### src/rtl/display_pkg.sv
// Shared types and widths for the display arbiter and its luminance ramp.
package display_pkg;
  localparam int LUM_W   = 4;
  localparam int DIGIT_W = 16;

  typedef enum logic [1:0] {IDLE, FADE_IN, SHOW, FADE_OUT} state_t;
endpackage

### src/rtl/display_lum_ramp.sv
// Luminance register stepped up or down once every STEP_CYCLES clocks, with
// saturation flags at 0 and LUM_MAX.
module display_lum_ramp
  import display_pkg::*;
#(
  parameter int STEP_CYCLES = 65536,
  parameter int LUM_MAX     = 15
) (
  input  logic             clk,
  input  logic             rst,
  input  logic             clr,
  input  logic             zero,
  input  logic             up,
  input  logic             down,
  output logic [LUM_W-1:0] lum,
  output logic             at_max,
  output logic             at_zero
);
  localparam int SC_W = $clog2(STEP_CYCLES + 1);
  localparam logic [SC_W-1:0] STEP_LAST = SC_W'(STEP_CYCLES - 1);

  logic [SC_W-1:0] cnt;

  assign at_max  = (lum >= LUM_W'(LUM_MAX));
  assign at_zero = (lum == '0);

  // clr marks a state entry: the step phase restarts and luminance holds.
  always_ff @(posedge clk or posedge rst) begin
    if (rst) begin
      cnt <= '0;
      lum <= '0;
    end else if (clr) begin
      cnt <= '0;
      if (zero) lum <= '0;
    end else if (up || down) begin
      if (cnt == STEP_LAST) begin
        cnt <= '0;
        if (up && !at_max)        lum <= lum + 1'b1;
        else if (down && !at_zero) lum <= lum - 1'b1;
      end else begin
        cnt <= cnt + 1'b1;
      end
    end
  end
endmodule

### src/rtl/display_arbiter.sv
// Round-robin owner of a shared 4-digit display with fade-in / show / fade-out
// sequencing and dwell-based preemption.
module display_arbiter
  import display_pkg::*;
#(
  parameter int N_REQ        = 3,
  parameter int STEP_CYCLES  = 65536,
  parameter int DWELL_CYCLES = 2**24,
  parameter int LUM_MAX      = 15
) (
  input  logic                     clk,
  input  logic                     rst,
  input  logic [N_REQ-1:0]         req,
  input  logic [N_REQ*DIGIT_W-1:0] hexx_in,
  input  logic [N_REQ*4-1:0]       points_in,
  output logic [N_REQ-1:0]         grant,
  output logic                     en,
  output logic [LUM_W-1:0]         luminance,
  output logic [DIGIT_W-1:0]       hexx,
  output logic [3:0]               points,
  output logic                     busy
);
  localparam int IDX_W = (N_REQ > 1) ? $clog2(N_REQ) : 1;
  localparam int DW_W  = $clog2(DWELL_CYCLES + 1);
  localparam logic [DW_W-1:0] DWELL_MAX = DW_W'(DWELL_CYCLES);

  state_t state, state_nxt;
  logic [IDX_W-1:0] owner, owner_nxt, ptr, ptr_nxt, sel;
  logic [DW_W-1:0]  dwell;
  logic [N_REQ-1:0] owner_hot;
  logic ramp_clr, ramp_zero, ramp_up, ramp_dn, dwell_clr, at_max, at_zero, found;
  int   idx;

  logic [N_REQ-1:0][DIGIT_W-1:0] hex_arr;
  logic [N_REQ-1:0][3:0]         pts_arr;
  assign hex_arr = hexx_in;
  assign pts_arr = points_in;

  assign owner_hot = N_REQ'(1) << owner;
  assign busy      = (state != IDLE);
  assign grant     = busy ? owner_hot : '0;
  assign en        = |grant;

  display_lum_ramp #(.STEP_CYCLES(STEP_CYCLES), .LUM_MAX(LUM_MAX)) u_ramp (
    .clk(clk), .rst(rst), .clr(ramp_clr), .zero(ramp_zero), .up(ramp_up),
    .down(ramp_dn), .lum(luminance), .at_max(at_max), .at_zero(at_zero)
  );

  // First requester at or after ptr, wrapping.
  always_comb begin
    sel   = '0;
    found = 1'b0;
    idx   = 0;
    for (int i = 0; i < N_REQ; i++) begin
      idx = int'(ptr) + i;
      if (idx >= N_REQ) idx = idx - N_REQ;
      if (!found && req[idx]) begin
        found = 1'b1;
        sel   = IDX_W'(idx);
      end
    end
  end

  always_comb begin
    state_nxt = state;
    owner_nxt = owner;
    ptr_nxt   = ptr;
    ramp_clr  = 1'b0;
    ramp_zero = 1'b0;
    ramp_up   = 1'b0;
    ramp_dn   = 1'b0;
    dwell_clr = 1'b0;
    case (state)
      IDLE: if (found) begin
        owner_nxt = sel;
        state_nxt = FADE_IN;
        ramp_clr  = 1'b1;
        ramp_zero = 1'b1;
      end
      FADE_IN: begin
        if (!req[owner]) begin
          state_nxt = FADE_OUT;
          ramp_clr  = 1'b1;
        end else if (at_max) begin
          state_nxt = SHOW;
          ramp_clr  = 1'b1;
          dwell_clr = 1'b1;
        end else begin
          ramp_up = 1'b1;
        end
      end
      SHOW: if (!req[owner] || (dwell >= DWELL_MAX && |(req & ~owner_hot))) begin
        state_nxt = FADE_OUT;
        ramp_clr  = 1'b1;
      end
      FADE_OUT: begin
        if (at_zero) begin
          state_nxt = IDLE;
          ramp_clr  = 1'b1;
          ptr_nxt   = (owner == IDX_W'(N_REQ - 1)) ? '0 : owner + 1'b1;
        end else begin
          ramp_dn = 1'b1;
        end
      end
      default: state_nxt = IDLE;
    endcase
  end

  // Digits are captured with the next owner so they track grant with one clock of latency.
  always_ff @(posedge clk or posedge rst) begin
    if (rst) begin
      state  <= IDLE;
      owner  <= '0;
      ptr    <= '0;
      dwell  <= '0;
      hexx   <= '0;
      points <= '0;
    end else begin
      state <= state_nxt;
      owner <= owner_nxt;
      ptr   <= ptr_nxt;
      if (dwell_clr)                              dwell <= '0;
      else if (state == SHOW && dwell < DWELL_MAX) dwell <= dwell + 1'b1;
      if (state_nxt != IDLE) begin
        hexx   <= hex_arr[owner_nxt];
        points <= pts_arr[owner_nxt];
      end else begin
        hexx   <= '0;
        points <= '0;
      end
    end
  end
endmodule

### config.mk
export PLATFORM = sky130hd
export DESIGN_NAME = display_arbiter
export DESIGN_NICKNAME = d
export VERILOG_FILES = /design/src/rtl/display_pkg.sv /design/src/rtl/display_lum_ramp.sv /design/src/rtl/display_arbiter.sv
export SDC_FILE = /design/constraint.sdc
export NUM_CORES = 1
export LEC_CHECK = 0
export CELL_PAD_IN_SITES_DETAIL_PLACEMENT = 0
export CELL_PAD_IN_SITES_GLOBAL_PLACEMENT = 2
export CORE_UTILIZATION = 34
export CTS_CLUSTER_SIZE = 14
export DETAILED_ROUTE_END_ITERATION = 10
export HOLD_SLACK_MARGIN = 0.08
export PLACE_DENSITY_LB_ADDON = 0.2
export SETUP_SLACK_MARGIN = 0.1
export SYNTH_ARGS = -nofsm -noshare
export SYNTH_HDL_FRONTEND = slang
export SYNTH_SLANG_ARGS = --single-unit
### constraint.sdc
create_clock -name clk -period 7.1 [get_ports clk]
set_input_delay 1.42 -clock clk [delete_from_list [all_inputs] [get_ports clk]]
set_output_delay 1.42 -clock clk [all_outputs]
set_load 0.01 [all_outputs]
# [Yosys cells after proc, flatten, opt, wreduce, memory -nomap -nowiden]
# Index checks and enable logic that the tools add are counted.
[totals] register_bits=72 inputBits=65 output_inout_bits=29
[classes] n_addsub=10 n_lt_le_gt_ge=11 eq_ne=6 shift=1 n_mux=61 n_bitwise=2 reduce_logical=25
[op_table] op="$lt 32x4->1 const B" count=3
[op_table] op="$mux 32" count=3
[op_table] op="$mux 17" count=3
[op_table] op="$mux 25" count=2
[op_table] op="$bmux 16 s2" count=1
[op_table] op="$mux 16" count=2
[op_table] op="$mux 4" count=8
[op_table] op="$add 25x1->25 const B" count=1
[op_table] op="$ge 25x25->1 const B" count=1
[op_table] op="$lt 25x25->1 const B" count=1
[op_table] op="$mux 1" count=23
[op_table] op="$mux 2" count=11
[op_table] op="$add 17x1->17 const B" count=1
[op_table] op="$eq 17x16->1 const B" count=1
[op_table] op="$reduce_bool 2->1" count=5
[op_table] op="$bmux 1 s2" count=4
[op_table] op="$bmux 4 s2" count=1
[op_table] op="$pmux 2 s4" count=1
[op_table] op="$sub 3x2->4 const B" count=2
[op_table] op="$eq 2x2->1 const B" count=3
[op_table] op="$ge 3x2->1 const B" count=2
[op_table] op="$logic_and 1x1->1" count=6
[op_table] op="$lt 2x3->1 const B" count=2
[op_table] op="$reduce_or 3->1" count=2
[op_table] op="22 further kinds" count=27

# [Logic depth before layout (Yosys ltp)]
[depth] word_depth=17 depth_mapped=9 depth_no_buf=9

# [Modules after synthesis]
# Synthesis repeated with hierarchy kept, for this count alone.
[unflattened] hier_cells=410 area_unflattened_um2=4237.8
[modules_own_cells] module="display_arbiter" instances=1 cells_each=274 area_each_um2=2990.4 seq_area_each_um2=1276.2
[modules_own_cells] module="display_lum_ramp" instances=1 cells_each=136 area_each_um2=1247.4 seq_area_each_um2=525.5

# [Least setup slack after synthesis]
# OpenSTA, ideal clock, no wires.
[synth_path] path_kind="input-to-reg" start="input port req[2]" end="register u_ramp.lum[3]" setup_time_ns=0.069 t_arrival_ns=3.259 required_ns=7.031 setup_slack_ns=3.772 stages=9 n_path_buf=0 path_cell_list="nand2b_1 > a2111oi_4 > nand2_1 > ha_1 > a21o_1 > a21oi_1 > xor2_1 > or3_1 > nand3_1"
[synth_between] elab_chain_len=14 word_cells_on_any_way=41 cone_classes="eq/ne (1); mux (25); bitwise (1); reduce/logical (14)"
[synth_rtl] element="start: declaration" line="display_arbiter.sv:13" source="input logic [N_REQ-1:0] req,"
[synth_rtl] element="$bmux 1 s2" line="display_arbiter.sv:57" source="if (!found && req[idx]) begin"
[synth_rtl] element="$mux 1 (not written as such) (2 in a row)" line="display_arbiter.sv:57"
[synth_rtl] element="$mux 1" line="display_arbiter.sv:57"
[synth_rtl] element="$logic_not 1->1" line="display_arbiter.sv:57"
[synth_rtl] element="$logic_and 1x1->1" line="display_arbiter.sv:57"
[synth_rtl] element="$mux 1" line="display_arbiter.sv:57"
[synth_rtl] element="$logic_not 1->1" line="display_arbiter.sv:57"
[synth_rtl] element="$logic_and 1x1->1" line="display_arbiter.sv:57"
[synth_rtl] element="$mux 1" line="display_arbiter.sv:57"
[synth_rtl] element="$mux 1" line="display_arbiter.sv:74" source="IDLE: if (found) begin"
[synth_rtl] element="$pmux 1 s4 or $mux 1 (tied branches)" line="display_arbiter.sv:73" source="case (state)"
[synth_rtl] element="$ne 2x1->1 (no line) (tied with other cells)"
[synth_rtl] element="$reduce_and 4->1 (no line)"
[synth_rtl] element="end signal: assignment" line="display_lum_ramp.sv:38" source="if (up && !at_max) lum <= lum + 1'b1;"
[synth_rtl] element="end signal: assignment" line="display_lum_ramp.sv:39" source="else if (down && !at_zero) lum <= lum - 1'b1;"
[synth_rtl] element="end: declaration" line="display_lum_ramp.sv:15" source="output logic [LUM_W-1:0] lum,"
# Parallel ways exist; a longest one is shown, timed or not. The select of a mux whose other input is x is not followed.
# A chain may end at the register's enable or synchronous reset.

# [Worst setup path in the final report]
# Same ends and word-level chain as after synthesis.

==> metrics.txt <==
# TYPE chip_impl_metric gauge
chip_impl_metric{name="instances_no_fill",unit=""} 693
chip_impl_metric{name="drive_above_1_share",unit="%"} 11.05
chip_impl_info{name="crit-reg2reg-capture",value="hexx[8]"} 1
chip_impl_metric{name="detailedRoute.firstIterationViolations",unit=""} 129
chip_impl_metric{name="synth-seq-cells",unit=""} 72
chip_impl_info{name="tritoncts",value="done"} 1
chip_impl_metric{name="grt-ovfl-total",unit=""} 0
chip_impl_metric{name="place.port_buffers",unit=""} 93
chip_impl_metric{name="dp.final_hpwl",unit="µm"} 7030
chip_impl_metric{name="drt_pre_antenna_iters",unit=""} 4
chip_impl_metric{name="worst-endpoint-arrival",unit="ps"} 4070
chip_impl_metric{name="avgViaCountPerCell",unit=""} 4.960
chip_impl_metric{name="final_nets",unit=""} 594
chip_impl_metric{name="setup-tns-final",unit="ps"} 0
chip_impl_info{name="regToRegStartpoint",value="ptr[0]"} 1
chip_impl_metric{name="cts-resized-gates",unit=""} 0
chip_impl_metric{name="syn_area",unit="µm²"} 4222
chip_impl_metric{name="max-vdd-ir-drop",unit="mV"} 0.2341
chip_impl_metric{name="die-width",unit="µm"} 113.4
chip_impl_metric{name="finalInstanceArea",unit="µm²"} 5618
chip_impl_metric{name="cts_hold_repair.buffers",unit=""} 0
chip_impl_metric{name="core-area",unit="µm²"} 12060
chip_impl_metric{name="achievable-frequency",unit="GHz"} 0.2637
chip_impl_metric{name="dpl-instance-area",unit="µm²"} 5296
chip_impl_metric{name="floorplan.die_area",unit="µm²"} 12870
chip_impl_metric{name="finalSetupViolations",unit=""} 0
chip_impl_metric{name="mappedNetlistNets",unit=""} 503
chip_impl_metric{name="timing.final.hold_violations",unit=""} 0
chip_impl_metric{name="top_level_ports",unit=""} 94
chip_impl_metric{name="numClockSinks",unit=""} 72
chip_impl_metric{name="slew_headroom",unit="%"} 37.17
chip_impl_metric{name="insertedDiodeCount",unit=""} 0
chip_impl_metric{name="grt_pass1_vias",unit=""} 3499
chip_impl_metric{name="reg2regPathDepth",unit=""} 9
chip_impl_metric{name="grt_max_degree",unit=""} 73
chip_impl_metric{name="synth.top_cell.area_share",unit="%"} 42.68
chip_impl_info{name="endpoint_kind",value="flop"} 1
chip_impl_metric{name="timing.critical_path.required",unit="ps"} 7380
chip_impl_metric{name="routed-via-count",unit=""} 3437
chip_impl_metric{name="die_h",unit="µm"} 113.4
chip_impl_metric{name="leak_pwr",unit="nW"} 2.283
chip_impl_metric{name="grt_antenna_before_repair",unit=""} 0
chip_impl_metric{name="ctsHtreeMaxLevel",unit=""} 3
chip_impl_metric{name="wl_per_cell",unit="µm"} 14.36
chip_impl_metric{name="synth_area_per_cell",unit="µm²"} 9.840
chip_impl_metric{name="areaGrowthSynthToFinish",unit="%"} 33.08
chip_impl_metric{name="clkLatencyLatePin",unit="ps"} 340
chip_impl_info{name="run_status",value="complete, no violations"} 1
chip_impl_metric{name="postSynth.asyncResetShare",unit="%"} 100.0
chip_impl_metric{name="cts.path.max_buffers",unit=""} 2
chip_impl_metric{name="grt_first_pass_wirelength",unit="µm"} 16830
chip_impl_info{name="largest_cells_by_area_after_synthesis",value="dfrtp_1 43%, o22ai_2 5.9%, mux2i_1 5.5%"} 1
chip_impl_metric{name="worst-path-max-fanout",unit=""} 6
chip_impl_metric{name="ys_seq_area_share",unit="%"} 42.68
chip_impl_metric{name="power.density_cell_area",unit="nW/µm²"} 373.9
chip_impl_metric{name="cts.clk_slew.worst_paths",unit="ps"} 60
chip_impl_metric{name="placement_rows",unit=""} 40
chip_impl_metric{name="layout_setup_ws",unit="ps"} 3307
chip_impl_metric{name="drcViolationCount",unit=""} 0
chip_impl_metric{name="synth.distinct_cells",unit=""} 65
chip_impl_metric{name="yosys_warnings",unit=""} 0
chip_impl_metric{name="place_inst",unit=""} 677
chip_impl_metric{name="total_power",unit="mW"} 2.100
chip_impl_metric{name="whs",unit="ps"} 484.5
chip_impl_metric{name="cap_violations",unit=""} 0
chip_impl_metric{name="finClkSkew",unit="ps"} 5.350
chip_impl_info{name="rsz0062_at_grt",value="no"} 1
chip_impl_metric{name="global_route.usage.total",unit="%"} 16.79
chip_impl_metric{name="ant_nets_after_route",unit=""} 0
chip_impl_info{name="type_of_the_worst_min_delay_path",value="reg -> reg"} 1
chip_impl_metric{name="min_delay_path_depth",unit=""} 1
chip_impl_metric{name="r2r_setup_slack",unit="ps"} 4300
chip_impl_metric{name="period_needed",unit="ps"} 3793
chip_impl_metric{name="detailedPlace.worstSlack",unit="ps"} 2980
chip_impl_info{name="worstHoldStart",value="u_ramp.cnt[10]"} 1
chip_impl_info{name="setup.worst_path.class",value="in -> reg"} 1
chip_impl_metric{name="synthesized_netlist_cell_count",unit=""} 429
chip_impl_metric{name="place.gp.congestion",unit=""} 0.7986
chip_impl_metric{name="cts_inserted_buffers",unit=""} 9
chip_impl_metric{name="timing.final.crit_share",unit="%"} 53.42
chip_impl_metric{name="timing.final.max_slew_violations",unit=""} 0
chip_impl_info{name="clk_root_buffer_cell",value="clkbuf_16"} 1
chip_impl_info{name="synth_top_area_cell",value="dfrtp_1"} 1
chip_impl_info{name="crit_path_start_kind",value="input port"} 1
chip_impl_metric{name="postRouteWirelength",unit="µm"} 9949
chip_impl_info{name="synth-main-ff-cell",value="dfrtp_1"} 1
chip_impl_metric{name="synth_enable_flop_cells",unit=""} 0
chip_impl_metric{name="final_util",unit="%"} 46.58
chip_impl_info{name="endpoint_of_the_worst_hold_path",value="u_ramp.cnt[10]"} 1
chip_impl_metric{name="worst-slew-pin-transition",unit="ps"} 942.5
chip_impl_metric{name="final.fill_count",unit=""} 1163
chip_impl_metric{name="cts_setup_buffers",unit=""} 0
chip_impl_metric{name="floorplan.initialDensity",unit="%"} 35.00
[flip-flops by register name, summed over array words and instances (netlist names)]
register	cells
dwell	25
u_ramp.cnt	17
hexx	16
points	4
u_ramp.lum	4
owner	2
ptr	2
state	2
[worst max-delay path by stage]
stage / from / endpoint / slack (ps)
after CTS: req[2] / u_ramp.lum[3] / 3320
after global routing: req[2] / u_ramp.lum[3] / 3150
after floorplan: req[2] / u_ramp.lum[3] / 3770
after detailed placement: req[2] / u_ramp.lum[3] / 2980
after global placement: req[2] / u_ramp.lum[3] / 3010
final: req[2] / u_ramp.lum[3] / 3310
[worst max-delay path, stage by stage]
cell,delay (ps)
clkdlybuf4s50_1,570
nand2b_1,140
a2111oi_4,530
nand2_1,240
ha_1,330
a21o_1,180
a21oi_1,160
xor2_1,90
or3_1,320
nand3_1,90
[layer usage]
layer | track usage, % | share of wire, % | wire, µm
met5 | 0 | 0 | 0
met4 | 7.368 | 1.5 | 151
met3 | 5.739 | 6.9 | 684
met2 | 26.46 | 46 | 4599
met1 | 20.91 | 45 | 4512
[cell families (layout without fill, tap and decap cells)]
kind of cell,count (synthesis),after routing,synth area share (%)
adders and majority gates,10,10,3.083
xor gates and xnor gates,25,25,5.187
and+or+nand+nor,186,186,22.61
AOI/OAI and AO/OA,85,85,17.55
muxes,24,24,5.720
buffers and inverters,27,123,3.171
DFF,72,72,42.68
[layout by cell type, fill, tap and decap left out, types with 10 or more instances in the layout]
cell              n
nand2_1          59
mux2i_1          23
o22ai_2          20
nor2b_1          10
a21oi_1          11
nor3_1           10
dfrtp_1          72
xor2_1           18
nor2_1           38
clkdlybuf4s50_1  93
nand3_1          20
o21ai_0          10
[power by group]
part | switching, mW | total [mW] | internal, mW | leakage [nW]
clock network | 0.187 | 0.494 | 0.307 | 0.148
registers | 0.0643 | 0.550 | 0.486 | 0.838
logic | 0.572 | 1.06 | 0.484 | 1.30
[cells in the mapped netlist, types with 2 or more instances]
cell      instances
or2_1             2
a22o_1            5
nor4_4            2
a31oi_1           2
buf_2             8
and3_1            8
ha_1              8
a21oi_1          11
inv_1            10
o22ai_2          20
mux2i_1          23
nor2_1           38
nand2_1          59
clkbuf_1          4
nand3b_1          2
nand4_1           9
nor4_1            5
xnor2_1           7
nand3_1          20
o31ai_1           4
nor3_1           10
or3_1             4
xor2_1           18
o21a_1            2
o21ai_1           8
a21o_1            5
dfrtp_1          72
nor2_2            2
and2_1            2
buf_4             2
nor2b_1          10
nand2b_1          2
buf_6             2
and4_1            3
o21ai_0          10
[final cells by class]
| type | instances | area, µm² | share of cell area (%) |
|---|---|---|---|
| multi-input combinational | 330 | 2286 | 40.69 |
| sequential | 72 | 1802 | 32.07 |
| timing repair buffer | 97 | 960.9 | 17.10 |
| clock buffer | 9 | 225.2 | 4.009 |
| tap | 168 | 210.2 | 3.742 |
| clock inverter | 7 | 96.34 | 1.715 |
| inverter | 10 | 37.54 | 0.6682 |
(Power assumes the default switching activity.)
